File: config.mk
export PLATFORM = sky130hd
export DESIGN_NAME = spu_ri16_decode
export DESIGN_NICKNAME = d
export VERILOG_FILES = /design/src/rtl/spu_ri16_decode.sv
export SDC_FILE = /design/constraint.sdc
export NUM_CORES = 1
export LEC_CHECK = 0
export CORE_MARGIN = 4
export CORE_UTILIZATION = 35
export CTS_CLUSTER_SIZE = 10
export DETAILED_ROUTE_END_ITERATION = 7
export PLACE_DENSITY = 0.68
export SYNTH_ARGS = -nofsm -noshare
export SYNTH_HDL_FRONTEND = slang
export SYNTH_SLANG_ARGS = --single-unit
File: constraint.sdc
create_clock -name clk -period 1.5 [get_ports clk]
set_input_delay 0.225 -clock clk [delete_from_list [all_inputs] [get_ports clk]]
set_output_delay 0.225 -clock clk [all_outputs]
set_load 0.05 [all_outputs]
File: src/rtl/spu_ri16_decode.sv
// spu_ri16_decode: RI16 immediate-load-halfword decoder feeding a NUM_PIPES-stage elastic pipeline.
// Define SPU_ILLEGAL_CNT_EN to build the saturating illegal-opcode counter; otherwise illegal_cnt is 0.
package defines_pkg;
   localparam int NUM_PIPES = 2;
   typedef enum logic [10:0] {
      IMMEDIATE_LOAD_HALFWORD_UPPER = 11'h082,
      IMMEDIATE_LOAD_HALFWORD       = 11'h083
   } Opcodes;
endpackage

module spu_ri16_decode #(
   parameter int NUM_PIPES = defines_pkg::NUM_PIPES,
   parameter int CNT_W     = 16
) (
   input  logic             clk,
   input  logic             rst_n,
   input  logic             in_valid,
   output logic             in_ready,
   input  logic [31:0]      in_instr,
   output logic             out_valid,
   input  logic             out_ready,
   output logic             out_wr_en,
   output logic [6:0]       out_rt,
   output logic [127:0]     out_wr_data,
   output logic             out_illegal,
   output logic [CNT_W-1:0] illegal_cnt
);
   typedef struct packed {
      logic         wr_en;
      logic [6:0]   rt;
      logic [127:0] wr_data;
      logic         illegal;
   } cmd_t;

   logic [10:0]          opcode;
   logic [15:0]          i16;
   logic                 is_ilh;
   logic                 is_ilhu;
   logic                 rdy;
   cmd_t                 dec;
   logic [NUM_PIPES-1:0] stage_ready;
   logic [NUM_PIPES-1:0] valid_q, valid_d;
   cmd_t [NUM_PIPES-1:0] pay_q, pay_d;

   always_comb begin
      opcode      = {2'b00, in_instr[31:23]};
      i16         = in_instr[22:7];
      is_ilh      = opcode == defines_pkg::IMMEDIATE_LOAD_HALFWORD;
      is_ilhu     = opcode == defines_pkg::IMMEDIATE_LOAD_HALFWORD_UPPER;
      dec.wr_en   = is_ilh || is_ilhu;
      dec.rt      = in_instr[6:0];
      dec.wr_data = is_ilh ? {8{i16}} : is_ilhu ? {4{i16, 16'h0000}} : '0;
      dec.illegal = !(is_ilh || is_ilhu);
   end

   // A stage can load if it or any stage downstream of it is empty, or the sink is ready.
   always_comb begin
      rdy = out_ready;
      for (int i = NUM_PIPES - 1; i >= 0; i--) begin
         rdy            = rdy || !valid_q[i];
         stage_ready[i] = rdy;
      end
      valid_d[0] = stage_ready[0] ? in_valid : valid_q[0];
      pay_d[0]   = (stage_ready[0] && in_valid) ? dec : pay_q[0];
      for (int i = 1; i < NUM_PIPES; i++) begin
         valid_d[i] = stage_ready[i] ? valid_q[i-1] : valid_q[i];
         pay_d[i]   = (stage_ready[i] && valid_q[i-1]) ? pay_q[i-1] : pay_q[i];
      end
   end

   always_ff @(posedge clk or negedge rst_n) begin
      if (!rst_n) begin
         valid_q <= '0;
         pay_q   <= '0;
      end else begin
         valid_q <= valid_d;
         pay_q   <= pay_d;
      end
   end

   assign in_ready    = stage_ready[0];
   assign out_valid   = valid_q[NUM_PIPES-1];
   assign out_wr_en   = pay_q[NUM_PIPES-1].wr_en;
   assign out_rt      = pay_q[NUM_PIPES-1].rt;
   assign out_wr_data = pay_q[NUM_PIPES-1].wr_data;
   assign out_illegal = pay_q[NUM_PIPES-1].illegal;

`ifdef SPU_ILLEGAL_CNT_EN
   logic [CNT_W-1:0] illegal_cnt_q, illegal_cnt_d;

   always_comb
      illegal_cnt_d = (in_valid && in_ready && dec.illegal && illegal_cnt_q != '1) ?
                      illegal_cnt_q + 1'b1 : illegal_cnt_q;

   always_ff @(posedge clk or negedge rst_n) begin
      if (!rst_n) illegal_cnt_q <= '0;
      else        illegal_cnt_q <= illegal_cnt_d;
   end

   assign illegal_cnt = illegal_cnt_q;
`else
   assign illegal_cnt = '0;
`endif
endmodule
* Yosys cells after proc, flatten, opt, wreduce, memory -nomap -nowiden
Cells that the tools add are included.
Cells by class: multiplexer cells 2, reductions and logical operators 8, equal/unequal tests 2
Operator list (count):
- 2-to-1 mux 128 bit | 2
- == test 9 x 8 -> 1 bit (second input constant) | 2
- zero test 1 bit | 3
- logical OR 1 bit | 3
- logical AND 1 bit | 2
Storage, ports and cells: logic and storage cells 22, input bits 36, register bits after elaboration 276, output and inout port bits 155

* Longest topological paths before layout
Gate-level depths: netlist of run 1.
word-level depth 4, mapped depth 5, gate-level depth less buffers 3

* Worst setup path before layout of run 1
No wires, ideal clock.
path type reg-to-reg, start reg valid_q[1], end reg pay_q[100] (netlist bit), library setup time 122 ps, data required time 1378 ps, buffers on the path 2, slack -173 ps, clock period less this slack 1673 ps, cell stages (with the launch flop) 5, arrival time 1552 ps, cell sequence dfrtp_1 nand3b_2 clkbuf_1 buf_2 a32o_1
Between the ends: cells in the longest elaborated chain, start to end 4
Ends and longest elaborated chain:
- from (decl) | RTL line 42 | logic [NUM_PIPES-1:0] valid_q, valid_d;
- from (signal assigned) | RTL line 76 | valid_q <= valid_d;
- zero test 1 bit | RTL line 60 | rdy = rdy || !valid_q[i];
- logical OR 1 bit (2 in a row) | RTL line 60
- net in_ready | RTL line 18 | output logic in_ready,
- logical AND 1 bit | RTL line 64 | pay_d[0] = (stage_ready[0] && in_valid) ? dec : pay_q[0];
- to (signal assigned) | RTL line 77 | pay_q <= pay_d;
- to (decl) | RTL line 43 | cmd_t [NUM_PIPES-1:0] pay_q, pay_d;
The timed path passes the listed nets, and every way through them passes these cells. A chain may end at the register's enable or synchronous reset.

* Final worst setup path of run 1
start reg valid_q[0], end out in_ready
Between the ends: cells in the longest elaborated chain, start to end 2
Ends and longest elaborated chain (RTL line):
- zero test 1 bit | 60
- logical OR 1 bit | 60
- to (decl) | 18
No other way between the ends.

==> run_results.csv, run 1 <==
group,metric,value,unit
outcome,status,"finished clean",
placed_design,preCtsSetupSlack,-0.1399,ns
die,io_pins,191,
pwr,ir_drop,0.6395,mV
global_routing,grt_max_degree,37,
global_routing,grt.overflow.total,0,
critical_path,worstSetupStartpointType,"flop",
critical_path,slowest_stage,"dfrtp_2",
critical_path,max_stage_delay,0.44,ns
timing,finClkSkew,0.008336,ns
timing,maxSlewViolCount,0,
layout,most-common-layout-cells,"buf_12, dfrtp_1, mux2_2",
placed_design,hpwl,7.590,mm
job,drv_cap,0,
pwr,p_leak,3.234,nW
critical_path,critPathTopFamily,"flip-flops",
cts,numCtsBuffers,9,
layout,fin_util,56.24,%
drt,avgViaCountPerCell,4.577,
hold_path,hold_class,"in2async",
logic_synthesis,synthDistinctLibCells,18,
timing,fin_setup_tns,0,ns
logic_synthesis,ys_ff_latch,84,
layout,areaGrowthSynthToFinish,57.66,%
global_routing,grt_pass1_vias,2874,
placed_design,gp_congestion,0.6990,
cts,cts_tree,"done",
timing,fmax,689.5,MHz
global_routing,grt_pass1_wl,15.60,mm
logic_synthesis,synth-seq-area-share,46.89,%
drt,drt_iter0_markers,83,
critical_path,cp.required,1.27,ns
logic_synthesis,synthArstFlopShare,100.0,%
cts,cts.clk_slew.worst_paths,0.06,ns
timing,fin_crit,1.450,ns
critical_path,crit_arrival,1.23,ns
logic_synthesis,ys.flop_type,"dfrtp_1",
timing,whs,0.3365,ns
timing,setup_viol,0,
die,start_util,35.67,%
cts,clk_latency,0.33,ns
drt,drtPass1Iterations,4,
layout,final_common_cell,"buf_12",
layout,num-fill-cells,1008,
critical_path,critPathBufInv,2,
cts,cts-htree-levels,3,
logic_synthesis,postSynthAreaPerCell,11.83,um2
timing,post-route-period-util,96.69,%
global_routing,groute.usage.overall,13.62,%
drt,wl,10.09,mm
cts,cts_sinks,84,
timing,rsz0062_at_grt,"no",
global_routing,antenna_found_initial,0,
timing,setup_ws,0.04970,ns
timing,finalHoldViolations,0,
critical_path,worstPathMaxFanout,18,
die,die_w,121.2,um
die,core_area,12570,um2
critical_path,criticalPathCategory,"reg2out",
drt,drc,0,
critical_path,worstSetupEndpointType,"output pin",
logic_synthesis,synth_area,4483,um2
pwr,power_density,767.0,nW/um2
layout,antennaDiodeCount,0,
die,die_y,121.2,um
drt,postRouteAntennaNets,0,
layout,fin_nets,464,
die,die_area,14680,um2
die,rows,41,
drt,num_vias,2769,
logic_synthesis,yosysWarnings,0,
cts,cts_buffer_depth,2,
logic_synthesis,syn_inst,379,
drt,wl_per_cell,16.67,um
placed_design,io_buffer_count,174,
cts,cts-root-buf,"clkbuf_16",
layout,drive_gt1_share,52.66,%
logic_synthesis,synth_edf_count,0,
critical_path,path_cells,"nand3b_4 -> buf_12 -> buf_6",
==> registers in the layout, indices dropped and copies added (netlist names) <==
name	flops
out_rt	7
valid_q	2
pay_q	41
out_wr_en	1
out_illegal	1
out_wr_data	32
==> power breakdown <==
part | total, mW | internal (mW) | switching (mW)
clock | 2.04 | 1.17 | 0.868
combinational | 0.972 | 0.398 | 0.575
sequential | 2.41 | 2.35 | 0.0581
total | 5.42 | 3.92 | 1.50
==> metrics by stage <==
step	std cells	total power, mW	cell area (um2)
final	605	5.421	7068
after global routing	605	5.659	7068
after CTS	604	5.495	7059
after detailed placement	585	3.399	6719
after global placement	585	3.385	6719
after floorplan	394	3.104	4543
==> kinds of logic (layout without fill, tap and decap cells) <==
logic type | Yosys count | after routing | synth area share, %
AOI/OAI and AO/OA | 34 | 34 | 6.949
muxes | 49 | 49 | 12.31
DFF | 84 | 84 | 46.89
and+or+nand+nor | 41 | 41 | 5.945
other | 1 | 16 | 0.08365
buffers and inverters | 170 | 209 | 27.83
==> Yosys cell counts (all sizes together) (2+ instances only) <==
master / instances / share of area (%)
nand2: 2 / 0.17
a32o: 16 / 3.6
a22o: 16 / 3.1
buf: 163 / 27
mux2: 49 / 12
clkbuf: 7 / 0.59
dfrtp: 84 / 47
nand2b: 3 / 0.42
and3: 32 / 4.5
==> cell type report <==
type	count	area [um2]	area share, %
clock buffer	11	242.7	3.434
clock inverter	5	35.03	0.4957
multi-input combinational	140	1204	17.03
sequential	84	2105	29.78
tap	172	215.2	3.045
timing repair buffer	193	3267	46.22
==> final timing paths <==
kind,endpoint,slack [ns],startpoint,depth (start not counted)
min in group clk,pay_q[109],0.49,pay_q[109],1
hold reg to reg,pay_q[109],0.49,pay_q[109],1
hold / removal,out_wr_data[87],0.34,rst_n,2
setup / recovery,in_ready,0.05,valid_q[0],3
setup reg to reg,out_wr_data[75],0.15,valid_q[0],4
max in group asynchronous,out_wr_data[69],0.67,rst_n,3
==> worst reg2reg max path, cell delays in order (launching register included) <==
cell	delay (ns)
dfrtp_2	0.44
buf_4	0.15
nand2_2	0.11
buf_12	0.18
mux2_2	0.36
==> repair_timing <==
| action | 4_1_cts | 5_1_grt |
|---|---|---|
| cloned | 1 | 0 |
| endpoints found under the hold margin | 19 | 0 |
| endpoints found under the setup margin | 1 | 1 |
| gates resized for setup | 2 | 1 |
| setup buffers | 1 | 1 |
| hold buffers | 1 | 0 |
==> metal layers <==
| metal | track usage, % | wire length [um] |
|---|---|---|
| met4 | 3.501 | 102 |
| met2 | 23.97 | 5199 |
| met5 | 0 | 0 |
| met3 | 4.522 | 866 |
| met1 | 15.97 | 3918 |
(Power assumes the default switching activity.)
==> run 2: changes to the inputs <==
--- a/config.mk
+++ b/config.mk
@@ -13,3 +13,4 @@
 export SYNTH_ARGS = -nofsm -noshare
 export SYNTH_HDL_FRONTEND = slang
 export SYNTH_SLANG_ARGS = --single-unit
+export TNS_END_PERCENT = 10
==> results of run 2 <==
No change in the layout: final DEF, timing and power equal those of run 1.
==> run 3: changes to the inputs <==
--- a/config.mk
+++ b/config.mk
@@ -10,6 +10,7 @@
 export CTS_CLUSTER_SIZE = 10
 export DETAILED_ROUTE_END_ITERATION = 7
 export PLACE_DENSITY = 0.68
+export SKIP_LAST_GASP = 1
 export SYNTH_ARGS = -nofsm -noshare
 export SYNTH_HDL_FRONTEND = slang
 export SYNTH_SLANG_ARGS = --single-unit
==> constraint.sdc (replaced) <==
create_clock -name clk -period 1.5 [get_ports clk]
set_input_delay 0.225 -clock clk [delete_from_list [all_inputs] [get_ports clk]]
set_output_delay 0.225 -clock clk [all_outputs]
set_load 0.01 [all_outputs]
==> run 3 against run 2 <==
The run now ends with negative setup slack left; non-clock buffer count up 4; wire length down 7.1%; total power down 5.0%; critical path type unchanged; largest cell class is now sequential cells.
==> run_results.csv, run 3 (synthesis gave the netlist of run 1 again) <==
group,metric,value,unit
drt,num_vias,2722,
timing,whs,0.4660,ns
global_routing,groute.usage.overall,12.49,%
critical_path,rr_startpoint,"valid_q[0]",
layout,largest_reg_flops,41,
layout,antennaDiodeCount,0,
die,rows,41,
cts,cts-htree-levels,3,
global_routing,grt.overflow.total,0,
die,start_util,35.67,%
cts,clk_latency,0.33,ns
timing,finClkSkew,0.006510,ns
cts,numCtsBuffers,9,
outcome,status,"finished, violations left",
cts,cts.clk_slew.worst_paths,0.07,ns
pwr,p_total,5.150,mW
timing,setup_viol,89,
hold_path,hold_class,"in2async",
global_routing,grt_max_degree,85,
timing,finalHoldViolations,0,
critical_path,critPathBufInv,1,
critical_path,endpoint,"out_wr_data[45]",
critical_path,critPathTopFamily,"buffers and inverters",
die,die_w,121.2,um
timing,fmax,643.1,MHz
pwr,ir_drop,0.6083,mV
placed_design,hpwl,6.733,mm
drt,drtPass1Iterations,4,
critical_path,path_depth,1,
drt,wl_per_cell,15.38,um
layout,multi_input_area,1195,um2
timing,post-route-period-util,103.7,%
layout,fin_nets,468,
critical_path,startpoint,"out_wr_data[77]",
placed_design,io_buffer_count,174,
critical_path,max_stage_delay,0.58,ns
placed_design,dp.cells,589,
job,drv_cap,0,
drt,postRouteAntennaNets,0,
critical_path,slowest_stage,"clkdlybuf4s50_1",
layout,areaGrowthSynthToFinish,29.11,%
pwr,p_leak,2.856,nW
drt,wl,9.367,mm
die,io_pins,191,
timing,fin_setup_tns,-1.214,ns
cts,cts-root-buf,"clkbuf_16",
critical_path,crit_arrival,1.33,ns
global_routing,antenna_found_initial,0,
global_routing,grt_pass1_vias,2775,
placed_design,gp_congestion,0.6808,
timing,maxSlewViolCount,0,
critical_path,reg2reg_to,"pay_q[122]",
drt,avgViaCountPerCell,4.470,
critical_path,worstPathMaxFanout,5,
critical_path,cp.required,1.27,ns
drt,drc,0,
layout,finalNonFillerCells,609,
layout,regMostFlops,"pay_q",
layout,most-common-layout-cells,"clkdlybuf4s50_1, dfrtp_1, mux2_2",
layout,drive_gt1_share,21.97,%
global_routing,grt_pass1_wl,14.65,mm
critical_path,worstSetupEndpointType,"output pin",
critical_path,path_cells,"clkdlybuf4s50_1",
die,core_area,12570,um2
timing,rsz0062_at_grt,"yes",
die,die_area,14680,um2
layout,num-fill-cells,1138,
layout,final-seq-area,2107,um2
die,die_y,121.2,um
timing,fin_crit,1.555,ns
cts,cts_buffer_depth,2,
drt,drt_iter0_markers,188,
timing,setup_ws,-0.05485,ns
cts,cts_sinks,84,
critical_path,worstSetupStartpointType,"flop",
pwr,power_density,889.7,nW/um2
critical_path,criticalPathCategory,"reg2out",
cts,cts_tree,"done",
critical_path,r2r.worst_path.cells,4,
critical_path,rrSetupSlack,0.21,ns
layout,final_common_cell,"clkdlybuf4s50_1",
outcome,violations,"negative setup slack",
-- run 3: changes by cell type in the layout (fill, tap and decap cells not counted), sizes merged, moves of 2 or more --
cell and delta:
clkinv -2, clkbuf -2, dlymetal6s2s +11, buf -134, clkdlybuf4s50 +115, inv +3, dlygate4sd2 +13
-- run 3: layout make-up --
type                    count  share of cell area (%)
well taps                 172                   3.718
repair buffers            197                   34.35
clock inverters             7                  0.9944
flip-flops and latches     84                   36.40
multi-input cells         140                   20.64
clock buffers               9                   3.891
-- run 3: power by group --
| group | leakage, nW | internal, mW | switching, mW |
|---|---|---|---|
| clock | 0.135 | 1.15 | 0.936 |
| sequential | 1.12 | 2.35 | 0.0484 |
| combinational | 1.60 | 0.369 | 0.297 |
| total | 2.86 | 3.87 | 1.28 |
-- run 3: layer usage --
| metal | track usage [%] | wire (um) | vias up |
|---|---|---|---|
| met4 | 3.361 | 62 | 0 |
| met3 | 4.755 | 894 | 7 |
| met1 | 14.85 | 3765 | 1354 |
| li1 | - | - | 1243 |
| met2 | 21.22 | 4644 | 118 |
| met5 | 0 | 0 | - |
-- run 3: worst min-delay path by stage --
stage | endpoint | depth (start not counted)
after floorplan | out_illegal | 0
after global placement | out_rt[1] | 2
after detailed placement | pay_q[130] | 2
after CTS | out_wr_data[96] | 3
after global routing | pay_q[111] | 1
final | out_wr_data[98] | 3
-- run 3: what timing repair did --
action                     4_1_cts  5_1_grt
hold buffers                     1        0
setup endpoints to repair      130      121
setup buffers                    2        1
resized for setup               15       13
hold endpoints to repair        84        0
-- run 3: metrics by stage --
stage | setup slack (ns) | util [%] | instance area (um2)
CTS | -0.07982 | 45.75 | 5751
detailed placement | -0.2005 | 43.41 | 5456
global placement | -0.1670 | 43.41 | 5456
global route | -0.09700 | 46.05 | 5788
floorplan | 0.2002 | - | 4539
finish | -0.05485 | 46.05 | 5788
